`config.mk`:
```
export PLATFORM = sky130hd
export DESIGN_NAME = datapath_sequencer
export DESIGN_NICKNAME = d
export VERILOG_FILES = /design/src/rtl/seso_ctrl_pkg.sv /design/src/rtl/mem_wait_timer.sv /design/src/rtl/datapath_sequencer.sv
export SDC_FILE = /design/constraint.sdc
export NUM_CORES = 1
export LEC_CHECK = 0
export CAP_MARGIN = 20
export CORE_MARGIN = 2
export CORE_UTILIZATION = 29
export DETAILED_ROUTE_END_ITERATION = 16
export PLACE_DENSITY = 0.57
export SLEW_MARGIN = 15
export SYNTH_ARGS = -nofsm -noshare
export SYNTH_HDL_FRONTEND = slang
export SYNTH_SLANG_ARGS = --single-unit
```
`constraint.sdc`:
```
create_clock -name Clk -period 2.1 [get_ports Clk]
set_clock_uncertainty 0.15 [all_clocks]
set_input_delay 0.315 -clock Clk [delete_from_list [all_inputs] [get_ports Clk]]
set_output_delay 0.315 -clock Clk [all_outputs]
set_load 0.03 [all_outputs]
```
`src/rtl/seso_ctrl_pkg.sv`:
```
// Shared state encoding, opcode values and instruction field bounds
// for the SESO multi-cycle control path.
package seso_ctrl_pkg;

    typedef enum logic [2:0] {
        S_IDLE   = 3'd0,
        S_FETCH  = 3'd1,
        S_DECODE = 3'd2,
        S_EXEC   = 3'd3,
        S_MEM    = 3'd4,
        S_WB     = 3'd5,
        S_HALT   = 3'd6
    } state_t;

    localparam logic [2:0] OP_ALU   = 3'b000;
    localparam logic [2:0] OP_ALUI  = 3'b001;
    localparam logic [2:0] OP_LOAD  = 3'b010;
    localparam logic [2:0] OP_STORE = 3'b011;
    localparam logic [2:0] OP_BR    = 3'b100;
    localparam logic [2:0] OP_NOP5  = 3'b101;
    localparam logic [2:0] OP_NOP6  = 3'b110;
    localparam logic [2:0] OP_HALT  = 3'b111;

    localparam int OPC_MSB = 8;
    localparam int OPC_LSB = 6;

    function automatic logic is_nop(input logic [2:0] op);
        return (op == OP_NOP5) || (op == OP_NOP6);
    endfunction

endpackage

```
`src/rtl/mem_wait_timer.sv`:
```
// Down-counter bounding how long the sequencer waits in MEM for Mem_ready.
// expired is high on the MEM_TIMEOUT-th waiting cycle since the last clear.
module mem_wait_timer #(
    parameter int MEM_TIMEOUT = 16
) (
    input  logic Clk,
    input  logic Reset,
    input  logic clear,
    input  logic tick,
    output logic expired
);

    localparam logic [7:0] LOAD_VAL = 8'(MEM_TIMEOUT - 1);

    logic [7:0] remain_q;

    always_ff @(posedge Clk) begin
        if (Reset) begin
            remain_q <= LOAD_VAL;
        end else if (clear) begin
            remain_q <= LOAD_VAL;
        end else if (tick && (remain_q != 8'd0)) begin
            remain_q <= remain_q - 8'd1;
        end
    end

    assign expired = (remain_q == 8'd0);

endmodule

```
`src/rtl/datapath_sequencer.sv`:
```
// Multi-cycle control FSM for the 8-bit SESO datapath: fetch/decode/exec/
// mem/writeback sequencing, mux selects, write strobes and memory handshake.
//
// state  | meaning
// IDLE   | waiting for Start, all outputs low
// FETCH  | load IR, latch opcode
// DECODE | route by opcode
// EXEC   | ALU operation; branches resolve and retire here
// MEM    | data memory request, waits for Mem_ready with timeout
// WB     | register writeback, PC advance, retire
// HALT   | Done high until Reset (entered on HALT opcode or MEM timeout)
module datapath_sequencer
    import seso_ctrl_pkg::*;
#(
    parameter int MEM_TIMEOUT = 16
) (
    input  logic        Clk,
    input  logic        Reset,
    input  logic        Start,
    input  logic [8:0]  Instr,
    input  logic        Alu_zero,
    input  logic        Mem_ready,
    output logic        PCmux_en,
    output logic        ALUmux_en,
    output logic        DataMemmux_en,
    output logic        Pc_write,
    output logic        Ir_write,
    output logic        Reg_write,
    output logic        Mem_req,
    output logic        Mem_write,
    output logic        Done,
    output logic        Fault,
    output logic [2:0]  State,
    output logic [15:0] Retired
);

    state_t      state_q, state_d;
    logic [2:0]  op_q;
    logic        retire;
    logic        fault_set;
    logic        timer_expired;
    logic        unused_instr_bits;

    assign unused_instr_bits = ^Instr[OPC_LSB-1:0];

    mem_wait_timer #(.MEM_TIMEOUT(MEM_TIMEOUT)) u_timer (
        .Clk     (Clk),
        .Reset   (Reset),
        .clear   (state_q != S_MEM),
        .tick    ((state_q == S_MEM) && !Mem_ready),
        .expired (timer_expired)
    );

    always_ff @(posedge Clk) begin
        if (Reset) begin
            state_q <= S_IDLE;
            op_q    <= 3'b000;
            Retired <= 16'd0;
            Fault   <= 1'b0;
        end else begin
            state_q <= state_d;
            if (state_q == S_FETCH) begin
                op_q <= Instr[OPC_MSB:OPC_LSB];
            end
            if (retire) begin
                Retired <= Retired + 16'd1;
            end
            if (fault_set) begin
                Fault <= 1'b1;
            end
        end
    end

    always_comb begin
        state_d       = state_q;
        PCmux_en      = 1'b0;
        ALUmux_en     = 1'b0;
        DataMemmux_en = 1'b0;
        Pc_write      = 1'b0;
        Ir_write      = 1'b0;
        Reg_write     = 1'b0;
        Mem_req       = 1'b0;
        Mem_write     = 1'b0;
        Done          = 1'b0;
        retire        = 1'b0;
        fault_set     = 1'b0;

        unique case (state_q)
            S_IDLE: begin
                if (Start) state_d = S_FETCH;
            end
            S_FETCH: begin
                Ir_write = 1'b1;
                state_d  = S_DECODE;
            end
            S_DECODE: begin
                if (is_nop(op_q))        state_d = S_WB;
                else if (op_q == OP_HALT) state_d = S_HALT;
                else                      state_d = S_EXEC;
            end
            S_EXEC: begin
                ALUmux_en = (op_q == OP_ALUI) || (op_q == OP_LOAD) || (op_q == OP_STORE);
                if (op_q == OP_BR) begin
                    Pc_write = 1'b1;
                    PCmux_en = Alu_zero;
                    retire   = 1'b1;
                    state_d  = S_FETCH;
                end else if ((op_q == OP_LOAD) || (op_q == OP_STORE)) begin
                    state_d = S_MEM;
                end else begin
                    state_d = S_WB;
                end
            end
            S_MEM: begin
                Mem_req   = 1'b1;
                Mem_write = (op_q == OP_STORE);
                // A ready response in the last allowed cycle still completes.
                if (Mem_ready) begin
                    state_d = S_WB;
                end else if (timer_expired) begin
                    state_d   = S_HALT;
                    fault_set = 1'b1;
                end
            end
            S_WB: begin
                Pc_write      = 1'b1;
                Reg_write     = (op_q == OP_ALU) || (op_q == OP_ALUI) || (op_q == OP_LOAD);
                DataMemmux_en = (op_q == OP_LOAD);
                retire        = 1'b1;
                state_d       = S_FETCH;
            end
            S_HALT: begin
                Done = 1'b1;
            end
            default: begin
                state_d = S_IDLE;
            end
        endcase
    end

    assign State = state_q;

endmodule

```
==> results of run 1 <==
[routing by layer]
metal / share of wire, % / track usage (%) / wire (um) / up-vias
met5: 0 / 0 / 0 / -
met4: 1.9 / 5.93 / 74 / 0
met3: 3.8 / 3.67 / 153 / 7
met2: 46 / 20.5 / 1820 / 25
met1: 49 / 16.9 / 1940 / 734
li1: - / - / - / 834
[power groups by stage]
stage          clock (W)  combinational, W  sequential (W)
2_1_floorplan          0         0.0000924        0.000632
3_3_place_gp           0          0.000169        0.000620
3_5_place_dp           0          0.000171        0.000620
4_1_cts         0.000495          0.000170        0.000607
5_1_grt         0.000518          0.000186        0.000608
6_report        0.000478          0.000169        0.000607
[what timing repair did]
| item | in CTS | in global routing |
|---|---|---|
| gates resized for setup | 3 | 1 |
| setup endpoints to repair | 3 | 1 |
| buffers inserted | 0 | 0 |
| pin swaps | 0 | 0 |
[flip-flops by register name, summed over array words and instances, names as in the netlist]
signal	cells
State	3
u_timer.remain_q	8
Retired	16
op_q	3
Fault	1
[cells by family (layout without fill, tap and decap cells)]
family,after synthesis,count (layout),synth area share (%)
DFF,31,31,35.8
muxes,8,8,4.99
and+or+nand+nor,86,86,30.9
buffers and inverters,21,67,5.49
adders and majority gates,2,2,1.44
AOI/OAI and AO/OA,47,47,18.4
xor gates and xnor gates,6,6,3.04
[cells in the mapped netlist (all sizes together), types with 4 or more instances]
cell    count
nor2       21
nand4       4
nor2b       8
nor4b       4
nor3b       4
clkbuf      4
dfxtp      31
or3         5
buf         7
o21ai      10
a21oi      16
nand2b      4
nand2      10
mux2        5
or4         8
inv        10
o31ai       7
[worst paths after layout]
| kind | from | end | slack [ps] |
|---|---|---|---|
| worst max register to register | State[2] | Retired[11] | 180 |
| worst min register to register | Fault | Fault | 320 |
| worst max-delay path | State[0] | Mem_write | 90 |
| worst min-delay path | Fault | Fault | 320 |
[tightest hold or removal path: stages, from the launching register on]
cell and delay, ps:
dfxtp_1 330, a21oi_1 40, nor2_1 70
[area by class of cell]
class / instances / area share [%]
clock buffer: 6 / 3.54
clock inverter: 1 / 0.215
inverter: 10 / 1.61
multi-input combinational: 149 / 44.4
sequential: 31 / 26.6
tap: 75 / 4.03
timing repair buffer: 50 / 19.5
[through the flow]
stage               setup WS [ps]  cell area, um^2  util [%]  total power (W)
finish                       86.5             2330      39.8          0.00125
global route                 9.19             2330      39.8          0.00131
CTS                          29.0             2330      39.8          0.00127
detailed placement            136             2240      38.3         0.000791
global placement              144             2240      38.3         0.000789
floorplan                    41.9             1740         -         0.000724
==> metrics.txt, run 1 <==
wire per inst around 12 um; Combinational Power Share a little over an eighth; final count of pins violating max slew 0; io pins 43; half-perimeter wire length after detailed placement 2930 um; Final Net Count 263; Total Negative Setup Slacks 0 ps; source-to-sink clock delay at the later pin of the worst-skew pair ~280 ps; remaining design rule violation count 0; CTS Hold Bufs 0; final clock period utilization by the worst path between 90% and 100%; overall via count from detail_route 1600; Pint a little over 0.0009 W; initial cell density of the core approximately 30%; type of origin of the critical path flop; portion of total power attributed to the clock network approximately two fifths; most used cells in the layout excluding fill and tap cells 31 x dfxtp_1, 26 x clkdlybuf4s50_1, 21 x buf_4, 19 x nor2_1, 16 x a21oi_1; sequential element share of the synthesized area 35.8%; buffer type at the clock tree root clkbuf_8; quantity of I/O buffers inserted on ports 36; Layout fillers around 590; Power per Cell Area between 500 and 600 nW/um^2; buffers from clock root to sink, at most 2; global-route total usage across every layer 13.2%; run status finished clean; type of the worst setup path flop to primary output; multi-input combinational cell area around 1000 um^2; crit path buf inv count 2; top post-synthesis cells by area dfxtp_1 36%, a21oi_1 4.6%, nor2_1 4.3%; fraction of final layout cells with drive strength greater than 1 roughly a fifth; antenna cells 0; most frequent standard cell in the layout excluding fill and tap cells dfxtp_1; worst supply voltage drop on vdd approximately 0.21 mV; unrepaired setup endpoints after global routing no; slowest stage delay, CP roughly 360 ps; antenna violations before repair 0; count of flip-flops with a built-in enable after synthesis 0; Core Footprint around 5900 um^2; Switching Fraction around a quarter; GRT Residual Overflow 0; family with the most delay on the worst path simple AND/OR/NAND/NOR gates; # placed instances around 320; Leakage 0.848 nW; Post-synth top flop dfxtp_1; total CTS buffers 5; via count of the first global-routing pass around 1400; per-instance average area after synthesis around 8.6 um^2; logic depth of the worst path, buffers included 5; first-pass GRT wire length ~6700 um; relative slew slack 77.0%; horizontal die dimension 81.3 um; routed wire length between 3000 and 4000 um; pin count of the biggest net entering global routing 31; share of power burned in registers 48.4%; Critical Path AT between 1500 and 2000 ps; flip-flop and latch area ~620 um^2; die boundary height just over 80 um; vias per cell 4.97; worst-path cell with the longest stage delay dfxtp_1; worst-path fanout max 13; max cap viols 0; pin slew with the least headroom to its limit 343 ps; R2R depth 5; Min Clock Period, post-route around 2000 ps; CTS tree built; leading area contributor after synthesis dfxtp_1; flip-flop and latch count after synthesis 31; number of instances in the synthesized netlist 201; DR pass1 iterations 4; DR iter-0 viols 65; residual antenna-violating net count after detailed routing 0; switching pwr approximately 0.00033 W; Min-Delay Path Class flop to flop; Warnings, synthesis 0; number of distinct standard cells referenced by the synthesized netlist between 50 and 60; Critical Path Sink Type primary output; hold_ws approximately 320 ps; Cells on Worst Hold Path 2; GP Congestion ~0.74; cells along the critical path buf_4, nor2b_2, nand2b_1, nor3_2, buf_4; # H-tree levels 2; die outline area between 6000 and 7000 um^2; Net Count, Synth 217; Required @ worst endpoint 1630 ps; number of standard-cell rows in the floorplan 28; top-area cell type share of the netlist area between 30 and 40%; register clock-pin slew on the reported worst setup and hold paths roughly 60 ps; maximum operating frequency slightly below 0.5 GHz; cell repeated most along the worst path buf_4; Final Hold Fails 0; share of flip-flops with an asynchronous set or reset 0%; sink count of the clock tree 31; signed area change from the synthesized netlist to the final layout 34.6%; post-synth design cell area 1730 um^2; Non-Filler Instances approximately 320; number of setup violations in the final report 0
No activity file was read; power rests on OpenSTA's default activity.
==> run 2, diff against run 1 <==
--- a/config.mk
+++ b/config.mk
@@ -5,7 +5,7 @@
 export SDC_FILE = /design/constraint.sdc
 export NUM_CORES = 1
 export LEC_CHECK = 0
-export CAP_MARGIN = 20
+export CAP_MARGIN = 0
 export CORE_MARGIN = 2
 export CORE_UTILIZATION = 29
 export DETAILED_ROUTE_END_ITERATION = 16
==> results of run 2 <==
Final layout, timing and power as in run 1 (identical DEF).
==> run 3, diff against run 2 <==
--- a/config.mk
+++ b/config.mk
@@ -10,7 +10,9 @@
 export CORE_UTILIZATION = 29
 export DETAILED_ROUTE_END_ITERATION = 16
 export PLACE_DENSITY = 0.57
+export RECOVER_POWER = 25
 export SLEW_MARGIN = 15
 export SYNTH_ARGS = -nofsm -noshare
 export SYNTH_HDL_FRONTEND = slang
 export SYNTH_SLANG_ARGS = --single-unit
+export TNS_END_PERCENT = 50
==> run 3 against run 2 <==
Critical path type unchanged. Maximum frequency is 0.24% higher. Critical endpoint is now State[0]. Largest power group unchanged. Sequential share of layout area is 0.085 points lower. First-iteration DRC count shrank 28%. Clock-buffer cell count rose by 2.
==> metrics.txt, run 3 (synthesis results as in run 1) <==
half-perimeter wire length after detailed placement 2940 um (was 2930 um); type of the worst setup path flop to primary output (unchanged); Critical Path Sink Type primary output (unchanged); Layout fillers 615 (was 585); die outline area 6610 um^2 (unchanged); signed area change from the synthesized netlist to the final layout 35.0% (was 34.6%); Final Net Count 266 (was 263); CTS tree built (unchanged); area post-placement 2250 um^2 (was 2240 um^2); remaining design rule violation count 0 (unchanged); relative slew slack 75.5% (was 77.0%); maximum operating frequency 0.498 GHz (was 0.497 GHz); source-to-sink clock delay at the later pin of the worst-skew pair 280 ps (about the same); global-route total usage across every layer 13.2% (about the same); run status finished clean (unchanged); first-pass GRT wire length 6780 um (was 6650 um); GP Congestion 0.726 (was 0.740); overall via count from detail_route 1639 (was 1600); register clock-pin slew on the reported worst setup and hold paths 60 ps (about the same); initial cell density of the core 29.6% (unchanged); register ranked first by flip-flop count Retired (unchanged); worst-path fanout max 10 (was 13); routed wire length 4150 um (was 3990 um); final count of pins violating max slew 0 (unchanged); total CTS buffers 5 (unchanged); type of origin of the critical path flop (unchanged); GRT Residual Overflow 0 (unchanged); Final Hold Fails 0 (unchanged); pin slew with the least headroom to its limit 369 ps (was 343 ps); worst supply voltage drop on vdd 0.341 mV (was 0.214 mV); horizontal die dimension 81.3 um (unchanged); Required @ worst endpoint 1630 ps (about the same); unrepaired setup endpoints after global routing yes (was no); CTS Hold Bufs 0 (unchanged); Leakage 0.854 nW (was 0.848 nW); max reg flops 16 (unchanged); # H-tree levels 2 (unchanged); pre-CTS setup slack 60.2 ps (was 136 ps); io pins 43 (unchanged); launch point of the worst path State[0] (unchanged); largest registers in the final layout Retired: 16 flops, u_timer.remain_q: 8 flops (unchanged); wire per inst 12.7 um (was 12.4 um); sink count of the clock tree 31 (unchanged); Critical Path AT 1540 ps (was 1550 ps); Power per Cell Area 552 nW/um^2 (was 538 nW/um^2); Non-Filler Instances 326 (was 322); R2R depth 5 (unchanged); most used cells in the layout excluding fill and tap cells 31 x dfxtp_1, 25 x clkdlybuf4s50_1, 22 x buf_4, 20 x nor2_1, 16 x a21oi_1 (was 31 x dfxtp_1, 26 x clkdlybuf4s50_1, 21 x buf_4, 19 x nor2_1, 16 x a21oi_1); crit path capture State[0] (was Mem_write); Non-Filler Cell Area, Final 2340 um^2 (was 2330 um^2); via count of the first global-routing pass 1484 (was 1448); antenna cells 0 (unchanged); die boundary height 81.3 um (unchanged); number of setup violations in the final report 0 (unchanged); Min-Delay Path Class flop to flop (unchanged); residual antenna-violating net count after detailed routing 0 (unchanged); Core Footprint 5850 um^2 (unchanged); final clock period utilization by the worst path 95.7% (was 95.9%); vias per cell 5.03 (was 4.97); worst flop-to-flop path startpoint State[1] (was State[2]); hold_ws 319 ps (was 321 ps); DR iter-0 viols 47 (was 65); R2R Setup Slk 160 ps (was 180 ps); max cap viols 0 (unchanged); antenna violations before repair 0 (unchanged); fraction of final layout cells with drive strength greater than 1 19.1% (was 19.8%); # placed instances 318 (was 315); Total Negative Setup Slacks 0 ps (unchanged); pin count of the biggest net entering global routing 31 (unchanged); worst-case setup margin in the final layout 91.3 ps (was 86.5 ps); buffers from clock root to sink, at most 2 (unchanged); number of standard-cell rows in the floorplan 28 (unchanged); Min Clock Period, post-route 2010 ps (about the same); quantity of I/O buffers inserted on ports 36 (unchanged); buffer type at the clock tree root clkbuf_8 (unchanged); endpoint of the lowest-slack register-to-register path Retired[11] (unchanged); most frequent standard cell in the layout excluding fill and tap cells dfxtp_1 (unchanged); DR pass1 iterations 4 (unchanged)
run 3: area by class of cell:
cell class	instances	area, um^2	area share (%)
Tap cell	75	93.8	4.01
Inverter	10	37.5	1.61
Clock buffer	8	100	4.28
Timing Repair Buffer	53	462	19.7
Sequential cell	31	621	26.5
Multi-Input combinational cell	149	1020	43.8
run 3: worst max-delay path: stages, from the launching register on:
cell and delay [ps]:
dfxtp_1 370, buf_4 210, clkdlybuf4s50_1 690
run 3: per-layer routing:
metal	vias to the layer above	share of wire, %	GRT usage [%]
met3	4	3.2	3.33
li1	836	-	-
met1	769	50	17.3
met2	30	45	21.1
met4	0	1.2	4.07
met5	-	0	0
run 3: repair_timing:
action,CTS,global route
endpoints found under the setup margin,1,4
gates resized for setup,1,5
buffers inserted,0,0
run 3: worst min-delay path by stage:
| stage | startpoint | to | slack, ps | cells after the start |
|---|---|---|---|---|
| 6_report | Fault | Fault | 320 | 2 |
| 5_1_grt | u_timer.remain_q[1] | u_timer.remain_q[1] | 370 | 2 |
| 4_1_cts | Fault | Fault | 330 | 2 |
| 3_5_place_dp | Fault | Fault | 320 | 2 |
| 3_3_place_gp | Fault | Fault | 310 | 2 |
| 2_1_floorplan | u_timer.remain_q[6] | u_timer.remain_q[6] | 300 | 2 |
run 3: power breakdown:
part	switching [W]	internal, W	total, W	leakage [nW]
Sequential	0.00000876	0.000597	0.000606	0.250
Combinational	0.0000965	0.0000723	0.000169	0.552
Clock	0.000218	0.000299	0.000516	0.0515
Total	0.000323	0.000969	0.00129	0.854
run 3: through the flow:
step | total power (W) | util, %
after floorplan | 0.000723 | -
after global placement | 0.000792 | 38.5
after detailed placement | 0.000793 | 38.5
after CTS | 0.00132 | 40.2
after global routing | 0.00136 | 40.0
final | 0.00129 | 40.0
==> RTL edit: new RTL, settings of run 2 <==
Reset style: asynchronous (`Reset`), changed in 2 clocked blocks.
--- a/src/rtl/mem_wait_timer.sv
+++ b/src/rtl/mem_wait_timer.sv
@@ -14,7 +14,7 @@
 
     logic [7:0] remain_q;
 
-    always_ff @(posedge Clk) begin
+    always_ff @(posedge Clk or posedge Reset) begin
         if (Reset) begin
             remain_q <= LOAD_VAL;
         end else if (clear) begin
--- a/src/rtl/datapath_sequencer.sv
+++ b/src/rtl/datapath_sequencer.sv
@@ -51,7 +51,7 @@
         .expired (timer_expired)
     );
 
-    always_ff @(posedge Clk) begin
+    always_ff @(posedge Clk or posedge Reset) begin
         if (Reset) begin
             state_q <= S_IDLE;
             op_q    <= 3'b000;
Formal check against the unedited RTL: differs if Reset is asserted again (counterexample within 4 cycles, from zero or initial values and one cycle with Reset high); with Reset held inactive, the same outputs for 10 cycles.
==> RTL edit against run 2 <==
Design area rose by 0.75%. First-iteration DRC count is 1.5% higher. Synthesized area decreased by 2.6%. Setup slack worse by 0.013 ns. Synthesized cell count shrank 16%. Wire length decreased by 4.3%. Sequential share of layout area grew 6.6 points. Sequential cell count unchanged.
Power is not compared: it rests on default switching activity, and its combinational part moved more than twofold at a synthesized area within 25%.
==> RTL edit: results (changes against run 2) <==
Run status
  • Status: finished clean

Clock network
  • Clk buf depth: 2 (unchanged)
  • CTS root buf: clkbuf_8
  • Post-CTS Setup Bufs: 0 (unchanged)
  • Reg clk slew, reported paths: 0.07 ns
  • Worst-Skew Late Latency: 0.29 ns
  • Cts bufs inserted: 5 (unchanged)
  • Post-cts sizing count: 3 (unchanged)
  • CTS H-tree lvls: 2 (unchanged)

Worst setup path
  • Critical Path Max Stage Delay: 0.74 ns (+0.38 ns)
  • Worst setup path start: Retired[4]$_DFFE_PP0P_
  • Kind of cell adding the most delay to the critical path: buffers and inverters
  • CP max FO: 9 (-4)
  • R2r setup slk: 0.25 ns (+0.07 ns)
  • Slowest CP cell: clkdlybuf4s50_1
  • Reg2Reg Depth: 7 (+2)
  • Worst R2R Start: u_timer.remain_q[0]$_DFFE_PP1P_
  • R2R Path End: State[1]$_DFFE_PP0P_
  • Data arrival, critical path: 1.56 ns

Yosys
  • Post-synth top area share: 40.1% (+4.2 points)
  • Seq/Total Area, Yosys: 46.3% (+10 points)
  • Post-synthesis cell type count: 40 (-25%)
  • Syn Nets: 186 (-14%)
  • Compound-gate portion of the synthesized area: 7.34% (-11 points)
  • Synth warnings: 0 (unchanged)
  • Largest cells by area after synthesis: dfrtp_1 40%, dfstp_2 6.2%, xor2_1 5.7%, xnor2_1 4.2%, nand2_1 3.8%
  • Adder-cell share of the synthesized area: 2.23% (+0.78 points)
  • Synth top cells by count: 27 x dfrtp_1, 17 x nand2_1, 17 x nor2_1, 11 x xor2_1, 10 x nand3_1
  • Post-Synth XOR/XNOR Area: 9.87% (+6.8 points)
  • Cells after Synth: 169 (-16%)
  • FFs w/ async S/R, synth: 100% (+100 points)
  • Post-synthesis mux area share: 2.52% (-2.5 points)

STA
  • Min Hold Slack: 0.250 ns (-0.0709 ns)
  • Max-Slew Margin vs Limit: 73.6% (-3.4 points)

Run
  • Max-Cap Viols: 0 (unchanged)

Placement
  • Placed cell area: 0.00223 mm2 (-0.39%)
  • PortBufs: 36 (unchanged)
  • Dpl hpwl: 2720 um (-7.0%)
  • Placed Cells incl. Taps: 289 (-8.3%)
  • Routability cong.: 0.804 (+8.7%)

Final layout
  • Share of layout cells above drive strength 1: 22.7% (+2.8 points)
  • Final nets: 241 (-8.4%)
  • Layout fillers: 574 (-1.9%)
  • Largest regs: Retired: 16 flops, u_timer.remain_q: 8 flops
  • Antenna cells: 0 (unchanged)

GRT
  • Vias in the first global route: 1421 (-1.9%)
  • Pin count of the biggest net entering global routing: 32 (+3.2%)
  • First-pass GRT wire length: 6690 um (+0.53%)
  • Initial antenna violation count: 0 (unchanged)
  • GRT Total Usage: 13.4% (+0.22 points)

Drt
  • Via density: 4.59 (-7.6%)
  • Iter 0 DRT Violations: 66 (+1.5%)
  • Routed via count: 1364 (-15%)
  • Total wire length: 3820 um (-4.3%)
  • DRT Pass-1 Iters: 3 (-1)

Hold path
  • Hold/Removal Path Class: primary input to async pin

Power and ir drop
  • Leakage: 1.11 nW
  • Worst IR drop on VDD: 1040 uV
-- RTL edit: changes by cell type in the layout (fill, tap and decap cells not counted), sizes merged, moves of 5 or more --
cell	run 2	this run
nand3	3	10
xnor2	3	8
nor3	2	9
dfxtp	31	0
o31ai	7	1
a21oi	16	5
nor2b	8	1
dfrtp	0	27
or4	8	1
nand2	10	17
o21ai	10	4
xor2	3	11
-- RTL edit: how the worst max path moves through the flow --
| stage | to | depth (start not counted) |
|---|---|---|
| after floorplan | ALUmux_en | 3 |
| after global routing | Mem_write | 5 |
| after global placement | Pc_write | 4 |
| after CTS | Pc_write | 4 |
| after detailed placement | Pc_write | 4 |
| final | Retired[4] | 1 |
-- RTL edit: routing by layer --
metal  global-route usage [%]  share of wire (%)
met5                        0                  0
met3                     3.60                3.8
met2                     19.3                 43
met1                     18.5                 52
met4                     6.44                1.9
-- RTL edit: cells by family after synthesis --
group | Yosys count
AND/OR/NAND/NOR | 81
flip-flops | 31
XOR/XNOR | 19
AO/OA/AOI/OAI | 17
buffers and inverters | 14
multiplexers | 4
adder cells (fa/ha/maj) | 3
-- RTL edit: layout make-up --
cell class	instances	area (um2)	area share [%]
flip-flops and latches	31	781	33.2
inverters	8	30.0	1.28
well taps	72	90.1	3.84
multi-input cells	124	857	36.5
clock inverters	2	35.0	1.49
repair buffers	54	473	20.1
clock buffers	6	82.6	3.52
-- RTL edit: stage by stage --
stage / setup slack, ns / setup TNS [ns]
global placement: 0.0993 / 0
detailed placement: 0.0971 / 0
finish: 0.0739 / 0
CTS: 0.00602 / 0
floorplan: -0.127 / -0.260
global route: 0.00366 / 0
-- RTL edit: where the power goes --
part / total [mW] / switching (mW) / internal (mW)
clock: 0.621 / 0.238 / 0.384
sequential: 0.810 / 0.108 / 0.702
combinational: 1.17 / 0.667 / 0.503
total: 2.60 / 1.01 / 1.59
